==> src/rtl/apb_ctrl_pkg.sv <==
// Shared types and address-map constants for the two-requester APB master.
package apb_ctrl_pkg;

    typedef enum logic [1:0] {IDLE, SETUP, ACCESS, DONE} state_t;

    localparam int unsigned NUM_SLV     = 4;
    localparam int unsigned SLV_SEL_LSB = 12;
    localparam int unsigned SLV_SEL_MSB = 13;
    localparam int unsigned DEC_ERR_LSB = 14;
    localparam int unsigned PADDR_W     = 4;

    function automatic logic [NUM_SLV-1:0] sel_onehot(input logic [1:0] sel);
        logic [NUM_SLV-1:0] oh;
        oh      = '0;
        oh[sel] = 1'b1;
        return oh;
    endfunction

endpackage

==> src/rtl/apb_arb_master_if.sv <==
// APB bus bundle between the arbitrating master and its register slaves.
interface apb_arb_master_if #(
    parameter int unsigned DATA_W = 32
);
    import apb_ctrl_pkg::*;

    logic [PADDR_W-1:0] PADDR;
    logic [DATA_W-1:0]  PWDATA;
    logic               PWRITE;
    logic [NUM_SLV-1:0] PSEL;
    logic               PENABLE;
    logic [DATA_W-1:0]  PRDATA;
    logic               PREADY;

    modport master (
        output PADDR, PWDATA, PWRITE, PSEL, PENABLE,
        input  PRDATA, PREADY
    );

    modport slave (
        input  PADDR, PWDATA, PWRITE, PSEL, PENABLE,
        output PRDATA, PREADY
    );

endinterface

==> src/rtl/apb_rr_arbiter.sv <==
// Two-way round-robin arbiter: combinational grant, registered last-grant pointer.
module apb_rr_arbiter (
    input  logic clk_i,
    input  logic rst_ni,
    input  logic valid0_i,
    input  logic valid1_i,
    input  logic update_i,
    output logic gnt_o
);

    logic last_q;

    // On contention the requester not served last wins; a lone requester always wins.
    always_comb begin
        if (valid0_i && valid1_i) begin
            gnt_o = ~last_q;
        end else begin
            gnt_o = valid1_i;
        end
    end

    always_ff @(posedge clk_i or negedge rst_ni) begin
        if (!rst_ni) begin
            last_q <= 1'b1;
        end else if (update_i) begin
            last_q <= gnt_o;
        end
    end

endmodule

==> src/rtl/apb_arb_master.sv <==
// Two-requester APB master with round-robin arbitration and slave decode; all outputs registered.
// Define APB_TIMEOUT_EN to abort ACCESS phases that exceed TIMEOUT_CYCLES with an error.
module apb_arb_master
    import apb_ctrl_pkg::*;
#(
    parameter int unsigned ADDR_W         = 32,
    parameter int unsigned DATA_W         = 32,
    parameter int unsigned TIMEOUT_CYCLES = 16
) (
    input  logic              PCLK,
    input  logic              PRESETn,

    input  logic              req0_valid_i,
    input  logic [ADDR_W-1:0] req0_addr_i,
    input  logic [DATA_W-1:0] req0_wdata_i,
    input  logic              req0_write_i,
    output logic              req0_done_o,
    output logic [DATA_W-1:0] req0_rdata_o,
    output logic              req0_err_o,

    input  logic              req1_valid_i,
    input  logic [ADDR_W-1:0] req1_addr_i,
    input  logic [DATA_W-1:0] req1_wdata_i,
    input  logic              req1_write_i,
    output logic              req1_done_o,
    output logic [DATA_W-1:0] req1_rdata_o,
    output logic              req1_err_o,

    apb_arb_master_if.master  apb
);

    state_t             state_q, state_d;
    logic               gnt, any_valid, arb_update;
    logic               gnt_q, gnt_d;
    logic [1:0]         sel_q, sel_d;
    logic [PADDR_W-1:0] paddr_q, paddr_d;
    logic [DATA_W-1:0]  pwdata_q, pwdata_d;
    logic               pwrite_q, pwrite_d;
    logic [NUM_SLV-1:0] psel_q, psel_d;
    logic               penable_q, penable_d;
    logic [1:0]         done_q, done_d;
    logic [DATA_W-1:0]  rdata0_q, rdata0_d, rdata1_q, rdata1_d;
    logic               err0_q, err0_d, err1_q, err1_d;
    logic               done_n, err_n, done_idx;
    logic [DATA_W-1:0]  rdata_n;

    logic [ADDR_W-1:0]  win_addr;
    logic [DATA_W-1:0]  win_wdata;
    logic               win_write, win_dec_err;
    logic [1:0]         win_sel;
    logic               tmo_hit;
    logic               unused_addr_bits;

    assign any_valid  = req0_valid_i | req1_valid_i;
    assign arb_update = (state_q == IDLE) && any_valid;

    apb_rr_arbiter u_arb (
        .clk_i    (PCLK),
        .rst_ni   (PRESETn),
        .valid0_i (req0_valid_i),
        .valid1_i (req1_valid_i),
        .update_i (arb_update),
        .gnt_o    (gnt)
    );

    assign win_addr         = gnt ? req1_addr_i  : req0_addr_i;
    assign win_wdata        = gnt ? req1_wdata_i : req0_wdata_i;
    assign win_write        = gnt ? req1_write_i : req0_write_i;
    assign win_sel          = win_addr[SLV_SEL_MSB:SLV_SEL_LSB];
    assign win_dec_err      = |win_addr[ADDR_W-1:DEC_ERR_LSB];
    assign unused_addr_bits = ^win_addr[SLV_SEL_LSB-1:PADDR_W];

`ifdef APB_TIMEOUT_EN
    localparam int unsigned TmoW = $clog2(TIMEOUT_CYCLES + 1);

    logic [TmoW-1:0] tmo_cnt_q, tmo_cnt_d;

    assign tmo_hit = (tmo_cnt_q == TmoW'(TIMEOUT_CYCLES - 1));

    always_comb begin
        tmo_cnt_d = tmo_cnt_q;
        if (state_d == SETUP) begin
            tmo_cnt_d = '0;
        end else if (state_q == ACCESS) begin
            tmo_cnt_d = tmo_cnt_q + 1'b1;
        end
    end

    always_ff @(posedge PCLK or negedge PRESETn) begin
        if (!PRESETn) begin
            tmo_cnt_q <= '0;
        end else begin
            tmo_cnt_q <= tmo_cnt_d;
        end
    end
`else
    logic unused_tmo;
    assign tmo_hit    = 1'b0;
    assign unused_tmo = ^TIMEOUT_CYCLES;
`endif

    always_comb begin
        state_d = state_q;
        unique case (state_q)
            IDLE:    if (any_valid) state_d = win_dec_err ? DONE : SETUP;
            SETUP:   state_d = ACCESS;
            ACCESS:  if (apb.PREADY || tmo_hit) state_d = DONE;
            DONE:    state_d = IDLE;
            default: state_d = IDLE;
        endcase
    end

    // Outputs are computed for the cycle after the edge, then registered.
    always_comb begin
        gnt_d     = gnt_q;
        sel_d     = sel_q;
        paddr_d   = paddr_q;
        pwdata_d  = pwdata_q;
        pwrite_d  = pwrite_q;
        psel_d    = '0;
        penable_d = 1'b0;
        done_n    = 1'b0;
        err_n     = 1'b0;
        rdata_n   = '0;
        done_idx  = gnt_q;
        unique case (state_q)
            IDLE: begin
                if (any_valid) begin
                    gnt_d = gnt;
                    if (win_dec_err) begin
                        done_n   = 1'b1;
                        err_n    = 1'b1;
                        done_idx = gnt;
                    end else begin
                        sel_d    = win_sel;
                        paddr_d  = win_addr[PADDR_W-1:0];
                        pwdata_d = win_wdata;
                        pwrite_d = win_write;
                        psel_d   = sel_onehot(win_sel);
                    end
                end
            end
            SETUP: begin
                psel_d    = sel_onehot(sel_q);
                penable_d = 1'b1;
            end
            ACCESS: begin
                if (apb.PREADY) begin
                    done_n  = 1'b1;
                    rdata_n = pwrite_q ? '0 : apb.PRDATA;
                end else if (tmo_hit) begin
                    done_n = 1'b1;
                    err_n  = 1'b1;
                end else begin
                    psel_d    = sel_onehot(sel_q);
                    penable_d = 1'b1;
                end
            end
            DONE: begin
                done_n = 1'b0;
            end
            default: begin
                done_n = 1'b0;
            end
        endcase
        done_d   = {done_n & done_idx, done_n & ~done_idx};
        rdata0_d = done_d[0] ? rdata_n : '0;
        rdata1_d = done_d[1] ? rdata_n : '0;
        err0_d   = done_d[0] & err_n;
        err1_d   = done_d[1] & err_n;
    end

    always_ff @(posedge PCLK or negedge PRESETn) begin
        if (!PRESETn) begin
            state_q   <= IDLE;
            gnt_q     <= 1'b0;
            sel_q     <= '0;
            paddr_q   <= '0;
            pwdata_q  <= '0;
            pwrite_q  <= 1'b0;
            psel_q    <= '0;
            penable_q <= 1'b0;
            done_q    <= '0;
            rdata0_q  <= '0;
            rdata1_q  <= '0;
            err0_q    <= 1'b0;
            err1_q    <= 1'b0;
        end else begin
            state_q   <= state_d;
            gnt_q     <= gnt_d;
            sel_q     <= sel_d;
            paddr_q   <= paddr_d;
            pwdata_q  <= pwdata_d;
            pwrite_q  <= pwrite_d;
            psel_q    <= psel_d;
            penable_q <= penable_d;
            done_q    <= done_d;
            rdata0_q  <= rdata0_d;
            rdata1_q  <= rdata1_d;
            err0_q    <= err0_d;
            err1_q    <= err1_d;
        end
    end

    assign apb.PADDR    = paddr_q;
    assign apb.PWDATA   = pwdata_q;
    assign apb.PWRITE   = pwrite_q;
    assign apb.PSEL     = psel_q;
    assign apb.PENABLE  = penable_q;
    assign req0_done_o  = done_q[0];
    assign req1_done_o  = done_q[1];
    assign req0_rdata_o = rdata0_q;
    assign req1_rdata_o = rdata1_q;
    assign req0_err_o   = err0_q;
    assign req1_err_o   = err1_q;

endmodule

==> src/flat_wrapper.sv <==
// flat-port wrapper written by rule: the top's interface ports become plain ports
module apb_arb_master_flat import apb_ctrl_pkg::*;
#(
    parameter int unsigned ADDR_W         = 32,
    parameter int unsigned DATA_W         = 32,
    parameter int unsigned TIMEOUT_CYCLES = 16
)
  (PCLK, PRESETn, req0_valid_i, req0_addr_i, req0_wdata_i, req0_write_i, req0_done_o, req0_rdata_o, req0_err_o, req1_valid_i, req1_addr_i, req1_wdata_i, req1_write_i, req1_done_o, req1_rdata_o, req1_err_o, apb_PADDR, apb_PWDATA, apb_PWRITE, apb_PSEL, apb_PENABLE, apb_PRDATA, apb_PREADY);
  apb_arb_master_if #(.DATA_W(DATA_W)) apb_i ();
  input  logic PCLK;
  input  logic PRESETn;
  input  logic req0_valid_i;
  input  logic [ADDR_W-1:0] req0_addr_i;
  input  logic [DATA_W-1:0] req0_wdata_i;
  input  logic req0_write_i;
  output logic req0_done_o;
  output logic [DATA_W-1:0] req0_rdata_o;
  output logic req0_err_o;
  input  logic req1_valid_i;
  input  logic [ADDR_W-1:0] req1_addr_i;
  input  logic [DATA_W-1:0] req1_wdata_i;
  input  logic req1_write_i;
  output logic req1_done_o;
  output logic [DATA_W-1:0] req1_rdata_o;
  output logic req1_err_o;
  output wire logic [$bits(apb_i.PADDR)-1:0] apb_PADDR;
  output wire logic [$bits(apb_i.PWDATA)-1:0] apb_PWDATA;
  output wire logic [$bits(apb_i.PWRITE)-1:0] apb_PWRITE;
  output wire logic [$bits(apb_i.PSEL)-1:0] apb_PSEL;
  output wire logic [$bits(apb_i.PENABLE)-1:0] apb_PENABLE;
  input wire logic [$bits(apb_i.PRDATA)-1:0] apb_PRDATA;
  input wire logic [$bits(apb_i.PREADY)-1:0] apb_PREADY;
  assign apb_PADDR = apb_i.PADDR;
  assign apb_PWDATA = apb_i.PWDATA;
  assign apb_PWRITE = apb_i.PWRITE;
  assign apb_PSEL = apb_i.PSEL;
  assign apb_PENABLE = apb_i.PENABLE;
  assign apb_i.PRDATA = apb_PRDATA;
  assign apb_i.PREADY = apb_PREADY;
  apb_arb_master #(.ADDR_W(ADDR_W), .DATA_W(DATA_W), .TIMEOUT_CYCLES(TIMEOUT_CYCLES)) u_core (.PCLK(PCLK), .PRESETn(PRESETn), .req0_valid_i(req0_valid_i), .req0_addr_i(req0_addr_i), .req0_wdata_i(req0_wdata_i), .req0_write_i(req0_write_i), .req0_done_o(req0_done_o), .req0_rdata_o(req0_rdata_o), .req0_err_o(req0_err_o), .req1_valid_i(req1_valid_i), .req1_addr_i(req1_addr_i), .req1_wdata_i(req1_wdata_i), .req1_write_i(req1_write_i), .req1_done_o(req1_done_o), .req1_rdata_o(req1_rdata_o), .req1_err_o(req1_err_o), .apb(apb_i));
endmodule
==> config.mk <==
export PLATFORM = sky130hd
export DESIGN_NAME = apb_arb_master_flat
export DESIGN_NICKNAME = d
export VERILOG_FILES = /design/src/rtl/apb_ctrl_pkg.sv /design/src/rtl/apb_arb_master_if.sv /design/src/rtl/apb_rr_arbiter.sv /design/src/rtl/apb_arb_master.sv /design/src/flat_wrapper.sv
export SDC_FILE = /design/constraint.sdc
export NUM_CORES = 1
export LEC_CHECK = 0
export CAP_MARGIN = 20
export CORE_MARGIN = 2
export CORE_UTILIZATION = 36
export CTS_BUF_LIST = sky130_fd_sc_hd__clkbuf_8
export DETAILED_ROUTE_END_ITERATION = 6
export PLACE_DENSITY = 0.8
export RECOVER_POWER = 25
export SYNTH_ARGS = -nofsm -noshare
export SYNTH_HDL_FRONTEND = slang
export SYNTH_SLANG_ARGS = --single-unit
==> constraint.sdc <==
create_clock -name PCLK -period 2.29 [get_ports PCLK]
set_input_delay 0.229 -clock PCLK [delete_from_list [all_inputs] [get_ports PCLK]]
set_output_delay 0.229 -clock PCLK [all_outputs]
set_load 0.05 [all_outputs]
==> results by group, run 1 <==
Die
  • Core area: 13100 sq um
  • Die Wd: about 120 microns
  • Die height: 120 microns
  • Initial cell density of the core: 0.366
  • Die area: 14300 sq um
  • Num rows: 42
  • Io pins: between 200 and 300

Detailed routing
  • Highest metal used: met4
  • Drt total wl: 15700 microns
  • Vias: between 4000 and 5000
  • Drt via density: 4.86
  • WL/cell: 16.7 microns
  • Initial DRC Count: 163
  • Antenna Nets Post-Route: 0
  • Routed wl met2: 8130 microns
  • M1 WL: between 6000 and 7000 microns
  • DRC: 0
  • Met3 routed WL: 990 microns
  • Detailed Routing Iterations Pass 1: 5

Synthesis
  • Post-Synthesis Net Count: 638
  • Post-synthesis simple-gate area fraction: 0.158
  • Async SR Flop Fraction: 1.00
  • Largest family of logic cells by synthesized area: simple AND/OR/NAND/NOR gates
  • Ys Warns: 0
  • Synth Area per Inst: 10.3 sq um
  • EDFF count, synth: 0
  • Post-synthesis xor/xnor area fraction: 0
  • Most used DFF post-synth: dfrtp_1
  • Post-Syn Instances: 467
  • Post-synthesis mux area share: 0.0931
  • Post-synthesis adder-cell area fraction: 0.0104
  • Synthesis-stage register bit count: 116
  • Synth cell types: 31
  • Complex-gate fraction of the synthesized area: 0.100
  • Sequential share of the synthesized area: 0.603
  • Post-synthesis instance area: 4810 sq um

STA
  • Setup Skew: 7.97 ps
  • Rel. slew slack: 0.100
  • Worst-Margin Slew: 1350 ps
  • Final setup fails: 0
  • Slew Limit Fails: 0
  • Final Hold Viols: 0
  • Maximum clock rate: 450 MHz
  • Period minus WS final: 2220 ps
  • Final worst setup slack: 68.3 ps
  • Setup TNS: 0 ps
  • Tcrit/Tclk final: 0.970
  • Worst Hold Slack: 342 ps

Final layout
  • Commonest non-fill, non-tap cell in the layout: clkdlybuf4s50_1
  • Design Area, Final: 8250 sq um
  • Most frequent cells in the layout: clkdlybuf4s50_1, nand2_1, dfrtp_1
  • Fill cells: 1074
  • Final Net Count: around 920
  • Diode count: 0
  • Area delta synth->final: 71.5%
  • Layout cells sized above 1: 0.139
  • Sequential cell area: between 2000 and 3000 sq um
  • Footprint of the multi-input gates: 1780 sq um
  • Final Util: 0.628
  • Final std cells w/o fill: 936

Clock network
  • Clk sinks: 116
  • CTS Buffer Depth: 2
  • H-tree levels: 4
  • CTS tree: built
  • Number of buffers created by CTS: 17
  • Root buf cell: clkbuf_8
  • Clock Pin Slew Worst Setup and Hold Paths: 70 ps
  • Later-pin clock latency in the skew report: 430 ps

Placed design
  • DP Worst Slack: -406 ps
  • Dpl cell area: 7770 sq um
  • Final GP Congestion: roughly 0.85
  • Post-DP HPWL: 11600 microns
  • Port Buffers: 260
  • # placed instances: 900

Power
  • Switching portion of total power: 0.330
  • Power Density: approximately 730 nW/um^2
  • Total power: 6.01 mW
  • Gate power share: 0.307
  • Leakage: roughly 3.8 nW
  • Clock group share of total power: 0.316
  • Sequential share of power: 0.376
  • Internal cell power: 4.02 mW
  • Psw: just under 2 mW
  • Max IR drop VDD: between 300 and 400 uV

Global routing
  • Total GRT Usage: 0.221
  • Congestion Overflow GR: 0
  • First-pass GRT wire length: 24100 microns
  • Initial antenna violation count: 0
  • Pin count of the biggest net entering global routing: 56
  • Vias in the first global route: 4672

Worst setup path
  • Worst Setup End Kind: flip-flop
  • Critical Path Source Type: input pin
  • Crit-path max FO: 16
  • Arrival time worst endpoint: 2540 ps
  • Worst path required time: between 2000 and 3000 ps
  • Crit Path Category: input pin to flip-flop

Hold path
  • Worst hold path class: input pin to flip-flop

Flow run
  • Max_cap viols: 0

Run status
  • Outcome: finished clean
per-layer routing:
layer	track usage	up-vias
met1	0.249	2200
met2	0.381	189
li1	-	2122
met5	0	-
met3	0.0627	41
met4	0.113	0
logic make-up after synthesis:
logic type / after synthesis
mux: 40
fa+ha+maj: 4
simple gates: 184
flops: 116
buf+inv: 36
compound gates: 87
path summary, 6_finish.rpt:
kind | slack (ps) | to | depth (start not counted) | start
worst max-delay path | 70 | u_core.apb.PWDATA[8] | 7 | req1_addr_i[15]
worst min-delay path | 340 | u_core.req1_rdata_o[14] | 3 | apb_PRDATA[14]
worst max register to register | 100 | u_core.apb.PWDATA[8] | 7 | u_core.u_arb.last_q
worst min register to register | 500 | u_core.apb.PWDATA[26] | 1 | u_core.apb.PWDATA[26]
max in group asynchronous | 490 | u_core.req1_rdata_o[28] | 3 | PRESETn
min in group asynchronous | 630 | u_core.req1_rdata_o[6] | 2 | PRESETn
flip-flops by register name (all words and copies together) (netlist names), 2 cells and up:
signal and count:
u_core.sel_q 2, u_core.state_q 2, u_core.apb.PSEL 4, u_core.apb.PWDATA 32, u_core.req1_rdata_o 32, u_core.req0_rdata_o 32, u_core.done_q 2, u_core.apb.PADDR 4
power by group through the flow:
stage / Combinational, mW / Sequential [mW] / Clock, mW
4_1_cts: 1.86 / 2.26 / 1.94
6_report: 1.85 / 2.26 / 1.90
5_1_grt: 1.99 / 2.27 / 2.03
3_3_place_gp: 1.80 / 2.29 / 0
2_1_floorplan: 0.667 / 2.63 / 0
3_5_place_dp: 1.85 / 2.30 / 0
repair_timing:
action / in CTS / in global routing
setup endpoints to repair: 0 / 39
hold buffers: 1 / 0
resized for setup: 0 / 4
endpoints found under the hold margin: 53 / 0
setup buffers: 0 / 1
worst max-delay path, stage by stage:
cell	delay [ps]
clkdlybuf4s50_1	390
or4_1	580
or4_4	540
a21oi_4	160
buf_12	130
buf_12	150
mux2_2	350
cell usage after synthesis, types with 3 or more instances:
| master | n | area [sq um] |
|---|---|---|
| clkbuf_1 | 17 | 63.8 |
| nor3b_1 | 3 | 22.5 |
| buf_6 | 4 | 45.0 |
| buf_1 | 4 | 15.0 |
| nand2_1 | 149 | 559 |
| nor2b_1 | 4 | 25.0 |
| dfrtp_1 | 115 | 2880 |
| nand3_1 | 4 | 20.0 |
| a31oi_1 | 5 | 31.3 |
| inv_1 | 7 | 26.3 |
| o21ai_0 | 4 | 20.0 |
| ha_1 | 4 | 50.1 |
| nor4_1 | 8 | 50.1 |
| a22o_1 | 4 | 35.0 |
| buf_2 | 4 | 20.0 |
| mux2_2 | 38 | 428 |
| a21oi_1 | 68 | 340 |
| nor2_1 | 9 | 33.8 |
cell type report:
type	count	share of cell area
repair buffers	290	0.354
well taps	176	0.0267
flip-flops and latches	116	0.352
clock buffers	19	0.0317
multi-input cells	315	0.215
clock inverters	13	0.0173
inverters	7	0.00318
Power figures use the tool's default switching activity.
==> run 2, diff against run 1 <==
- MAX_ROUTING_LAYER: not set -> met4
==> run 2 against run 1 <==
Clock-buffer cell count stayed put. Critical path type unchanged. Non-clock buffer count is the same. Fmax fell by 0.19%. First-iteration DRC count grew 3.1%.
==> results by group, run 2 (synthesis results as in run 1) <==
Detailed routing
  • WL/cell: approximately 17 microns
  • Vias: 4534
  • Initial DRC Count: 168
  • Detailed Routing Iterations Pass 1: 4
  • Drt via density: between 4 and 5
  • DRC: 0
  • Drt total wl: roughly 16000 microns
  • Antenna Nets Post-Route: 0

Worst setup path
  • Reg2reg start: u_core.u_arb.last_q
  • Delay-heaviest family, CP: simple AND/OR/NAND/NOR gates
  • CP Buf/Inv Count: 3
  • Critical Path Source Type: input pin
  • Arrival time worst endpoint: 2540 ps
  • Critical Path Stages: 7
  • Worst Setup End Kind: flip-flop
  • Critical path launch point: req1_addr_i[15]
  • Slowest-stage cell, CP: or4_1
  • Crit-path max FO: 16
  • Crit Path Category: input pin to flip-flop
  • Worst reg2reg path endpoint: u_core.apb.PWDATA[6]
  • CP Capture Point: u_core.apb.PWDATA[6]
  • Worst R2R Setup Slack: 90 ps
  • Worst path cell trace: clkdlybuf4s50_1 > or4_1 > or4_4 > a21oi_4 > buf_12 > buf_12 > mux2_2
  • Cell mode on critical path: buf_12
  • Cell depth of the worst flop-to-flop path: 7
  • Worst path required time: 2600 ps
  • Delay of the slowest cell on the worst path: 580 ps

Die
  • Core area: 13100 sq um
  • Initial cell density of the core: 0.366
  • Num rows: between 40 and 50
  • Die height: 120 microns
  • Die Wd: 120 microns
  • Die area: 14300 sq um
  • Io pins: 277

Final layout
  • Layout cells sized above 1: 0.139
  • Most frequent cells in the layout: clkdlybuf4s50_1, nand2_1, dfrtp_1
  • Commonest non-fill, non-tap cell in the layout: clkdlybuf4s50_1
  • Diode count: 0
  • Final Net Count: 918
  • Sequential cell area: 2900 sq um
  • Footprint of the multi-input gates: 1780 sq um
  • Area delta synth->final: 71.5%
  • Fill cells: 1074

Global routing
  • Pin count of the biggest net entering global routing: 56
  • Vias in the first global route: 4683
  • Initial antenna violation count: 0
  • Total GRT Usage: 0.227
  • First-pass GRT wire length: ~24000 microns
  • Congestion Overflow GR: 0

Flow run
  • Max_cap viols: 0

Hold path
  • Worst hold path class: input pin to flip-flop
  • Hold Crit Start: apb_PRDATA[11]

Clock network
  • H-tree levels: 4
  • Clock Pin Slew Worst Setup and Hold Paths: 70 ps
  • Later-pin clock latency in the skew report: ~440 ps
  • Number of buffers created by CTS: 17
  • Clk sinks: around 120
  • Root buf cell: clkbuf_8
  • CTS Buffer Depth: 2
  • CTS tree: built

STA
  • Final Hold Viols: 0
  • Final setup fails: 0
  • Maximum clock rate: 449 MHz
  • Tcrit/Tclk final: 0.972
  • Period minus WS final: 2230 ps
  • Setup TNS: 0 ps
  • Slew Limit Fails: 0
  • Worst-Margin Slew: 1340 ps
  • Rel. slew slack: 0.104
  • Setup Skew: 9.37 ps

Power
  • Gate power share: 0.308
  • Max IR drop VDD: 374 uV
  • Power Density: approximately 730 nW/um^2
  • Psw: a little under 2 mW
  • Switching portion of total power: 0.330
  • Internal cell power: ~4.0 mW
  • Leakage: between 3 and 4 nW
  • Total power: 6.01 mW
  • Clock group share of total power: 0.316
  • Sequential share of power: 0.376

Placed design
  • Final GP Congestion: 0.868
  • Port Buffers: 260
  • Post-DP HPWL: 11600 microns

Run status
  • Outcome: finished clean
[run 2: metrics by stage]
stage	std cells	cell area [sq um]	hold slack [ps]	utilization	setup WS, ps
global placement	900	7770	309	0.592	-364
detailed placement	900	7770	323	0.592	-406
global route	936	8250	324	0.628	-11.0
floorplan	467	4810	-66.6	-	115
finish	936	8250	344	0.628	64.1
CTS	933	8190	316	0.623	60.9
[run 2: worst min-delay path by stage]
stage          cells after the start                      end
6_report                           3  u_core.req1_rdata_o[11]
3_5_place_dp                       1   u_core.req1_rdata_o[7]
4_1_cts                            3   u_core.req1_rdata_o[5]
3_3_place_gp                       1   u_core.req0_rdata_o[5]
2_1_floorplan                      0      u_core.apb.PADDR[0]
5_1_grt                            3  u_core.req1_rdata_o[10]
[run 2: timing repair]
item,4_1_cts,5_1_grt
endpoints found under the hold margin,53,0
resized for setup,0,4
endpoints found under the setup margin,0,39
hold buffers,1,0
setup buffers,0,1
[run 2: layout make-up]
cell class / instances / area share
inverters: 7 / 0.00318
well taps: 176 / 0.0267
flip-flops and latches: 116 / 0.352
clock buffers: 19 / 0.0317
clock inverters: 13 / 0.0173
repair buffers: 290 / 0.354
multi-input cells: 315 / 0.215
[run 2: worst register-to-register path, delay by kind of cell (launching register included)]
kind                   cells  cell delay, ps
buffers and inverters      2             280
AOI/OAI and AO/OA          2             350
DFF                        1             580
and+or+nand+nor            2             500
muxes                      1             360
[run 2: power groups by stage]
stage          Clock (mW)  Combinational [mW]  Sequential (mW)
2_1_floorplan           0               0.667             2.63
3_3_place_gp            0                1.80             2.29
3_5_place_dp            0                1.85             2.30
4_1_cts              1.94                1.86             2.26
5_1_grt              2.04                1.99             2.27
6_report             1.90                1.85             2.26
[run 2: routing by layer]
metal,vias up,global-route usage,wire (microns)
met5,-,-,0
met4,0,0.115,582
li1,2123,-,-
met3,43,0.0580,838
met1,2187,0.251,6120
met2,181,0.380,8080
==> run 3, diff against run 2 <==
- CTS_BUF_LIST: sky130_fd_sc_hd__clkbuf_8 -> sky130_fd_sc_hd__clkbuf_4
==> run 3 against run 2 <==
Combinational power barely moved. Critical path depth fell by 1. Final area fell by 2.2%. Critical path type is now flip-flop to flip-flop. Wire length fell by 1.3%. Worst setup slack improved by 50 ps. Sequential power barely moved. Non-clock buffer count fell by 3.
==> results by group, run 3 (synthesis results as in run 1) <==
Run status
  • Outcome: finished clean

Worst setup path
  • Worst R2R Setup Slack: 110 ps
  • Arrival time worst endpoint: 2580 ps
  • Critical Path Source Type: flip-flop
  • Worst Setup End Kind: flip-flop
  • Crit Path Category: flip-flop to flip-flop
  • Delay of the slowest cell on the worst path: 600 ps
  • Slowest-stage cell, CP: dfstp_2
  • Worst path cell trace: a21bo_2 > nand4_1 > or2_2 > a21oi_4 > buf_12 > mux2_2
  • Crit-path max FO: 31
  • Worst path required time: 2700 ps

Clock network
  • Root buf cell: clkbuf_4
  • Later-pin clock latency in the skew report: approximately 530 ps
  • Clock Pin Slew Worst Setup and Hold Paths: 110 ps
  • CTS Buffer Depth: 2
  • Post-CTS setup buffers: 0
  • Clk sinks: 116
  • Number of buffers created by CTS: 17
  • H-tree levels: 4
  • CTS tree: built

Placed design
  • Port Buffers: 260
  • DP Worst Slack: -406 ps
  • Post-DP HPWL: 11600 microns
  • Dpl cell area: 7770 sq um
  • Final GP Congestion: 0.868

Global routing
  • Congestion Overflow GR: 0
  • Pin count of the biggest net entering global routing: 56
  • Total GRT Usage: 0.226
  • Vias in the first global route: 4672
  • Initial antenna violation count: 0
  • First-pass GRT wire length: 23900 microns

STA
  • Slew Limit Fails: 0
  • Setup Skew: 14.9 ps
  • RSZ-0062 raised after global routing: false
  • Final setup fails: 0
  • Final worst setup slack: 114 ps
  • Worst-Margin Slew: between 1000 and 1500 ps
  • Worst Hold Slack: 245 ps
  • Setup TNS: 0 ps
  • Period minus WS final: 2180 ps
  • Tcrit/Tclk final: 0.950
  • Maximum clock rate: 460 MHz
  • Rel. slew slack: 0.106
  • Final Hold Viols: 0

Die
  • Initial cell density of the core: 0.366
  • Die height: 120 microns
  • Num rows: 42
  • Core area: roughly 13000 sq um
  • Io pins: around 280
  • Die Wd: 120 microns
  • Die area: between 10000 and 15000 sq um

Detailed routing
  • Drt via density: around 5
  • WL/cell: 16.5 microns
  • Vias: 4564
  • Antenna Nets Post-Route: 0
  • Drt total wl: 15400 microns
  • Detailed Routing Iterations Pass 1: 5
  • DRC: 0
  • Initial DRC Count: 152

Final layout
  • Most frequent cells in the layout: clkdlybuf4s50_1, nand2_1, dfrtp_1
  • Layout cells sized above 1: 0.137
  • Final Net Count: 915
  • Design Area, Final: 8070 sq um
  • Area delta synth->final: 67.7%
  • Commonest non-fill, non-tap cell in the layout: clkdlybuf4s50_1
  • Diode count: 0
  • Final Util: 0.614

Power
  • Gate power share: 0.328
  • Power Density: 700 nW/um^2
  • Max IR drop VDD: 343 uV
  • Psw: a little under 2 mW
  • Switching portion of total power: 0.344
  • Leakage: 3.67 nW
  • Internal cell power: 3.71 mW
  • Clock group share of total power: 0.272
  • Sequential share of power: 0.400

Flow run
  • Max_cap viols: 0

Hold path
  • Worst hold path class: input pin to flip-flop
==> run 3: cell count changes in the layout (fill, tap and decap cells not counted), moves of 2 or more <==
cell and change:
nor4_2 -2, clkbuf_8 -19, clkbuf_4 +21, buf_6 -2, inv_1 -4, clkinv_1 +2
nor4_1 +2
==> run 3: routing by layer <==
layer / vias up / GRT usage / routed length [microns]
met4: 0 / 0.124 / 619
li1: 2121 / - / -
met2: 195 / 0.376 / 7950
met1: 2203 / 0.253 / 5990
met5: - / - / 0
met3: 45 / 0.0494 / 867
==> run 3: final timing paths <==
path                                             from                endpoint  cells after the start
min in group asynchronous                     PRESETn  u_core.req1_rdata_o[7]                      2
worst max-delay path              u_core.u_arb.last_q   u_core.apb.PWDATA[19]                      6
max in group asynchronous                     PRESETn       u_core.state_q[1]                      3
worst min register to register  u_core.apb.PWDATA[26]   u_core.apb.PWDATA[26]                      1
worst max register to register    u_core.u_arb.last_q   u_core.apb.PWDATA[19]                      6
worst min-delay path                    apb_PRDATA[5]  u_core.req1_rdata_o[5]                      3
==> run 3: worst max-delay path, delay by kind of cell, from the launching register on <==
family / cells / cell delay, ps
buffers and inverters: 1 / 210
and+or+nand+nor: 2 / 510
DFF: 1 / 600
AOI/OAI and AO/OA: 2 / 350
muxes: 1 / 370
==> run 3: per-stage QoR <==
step / power, mW / std cells
2_1_floorplan: 3.30 / 467
3_3_place_gp: 4.09 / 900
3_5_place_dp: 4.14 / 900
4_1_cts: 5.70 / 933
5_1_grt: 5.93 / 933
6_report: 5.65 / 933
==> run 3: what timing repair did <==
action / CTS / global route
setup endpoints to repair: 0 / 1
hold endpoints to repair: 53 / 0
hold buffers: 1 / 0
resized for setup: 0 / 1
==> run 3: final cells by class <==
| cell class | instances | area, sq um |
|---|---|---|
| fill | 1089 | 5070 |
| sequential | 116 | 2900 |
| timing repair buffer | 287 | 2860 |
| multi-input combinational | 315 | 1770 |
| tap | 176 | 220 |
| clock buffer | 21 | 158 |
| clock inverter | 11 | 135 |
| inverter | 7 | 26.3 |
==> run 3: power by group through the flow <==
stage | registers, mW | clock network, mW | logic, mW
after detailed placement | 2.30 | 0 | 1.85
after CTS | 2.26 | 1.58 | 1.86
after global placement | 2.29 | 0 | 1.80
after floorplan | 2.63 | 0 | 0.667
final | 2.26 | 1.54 | 1.85
after global routing | 2.27 | 1.66 | 2.00
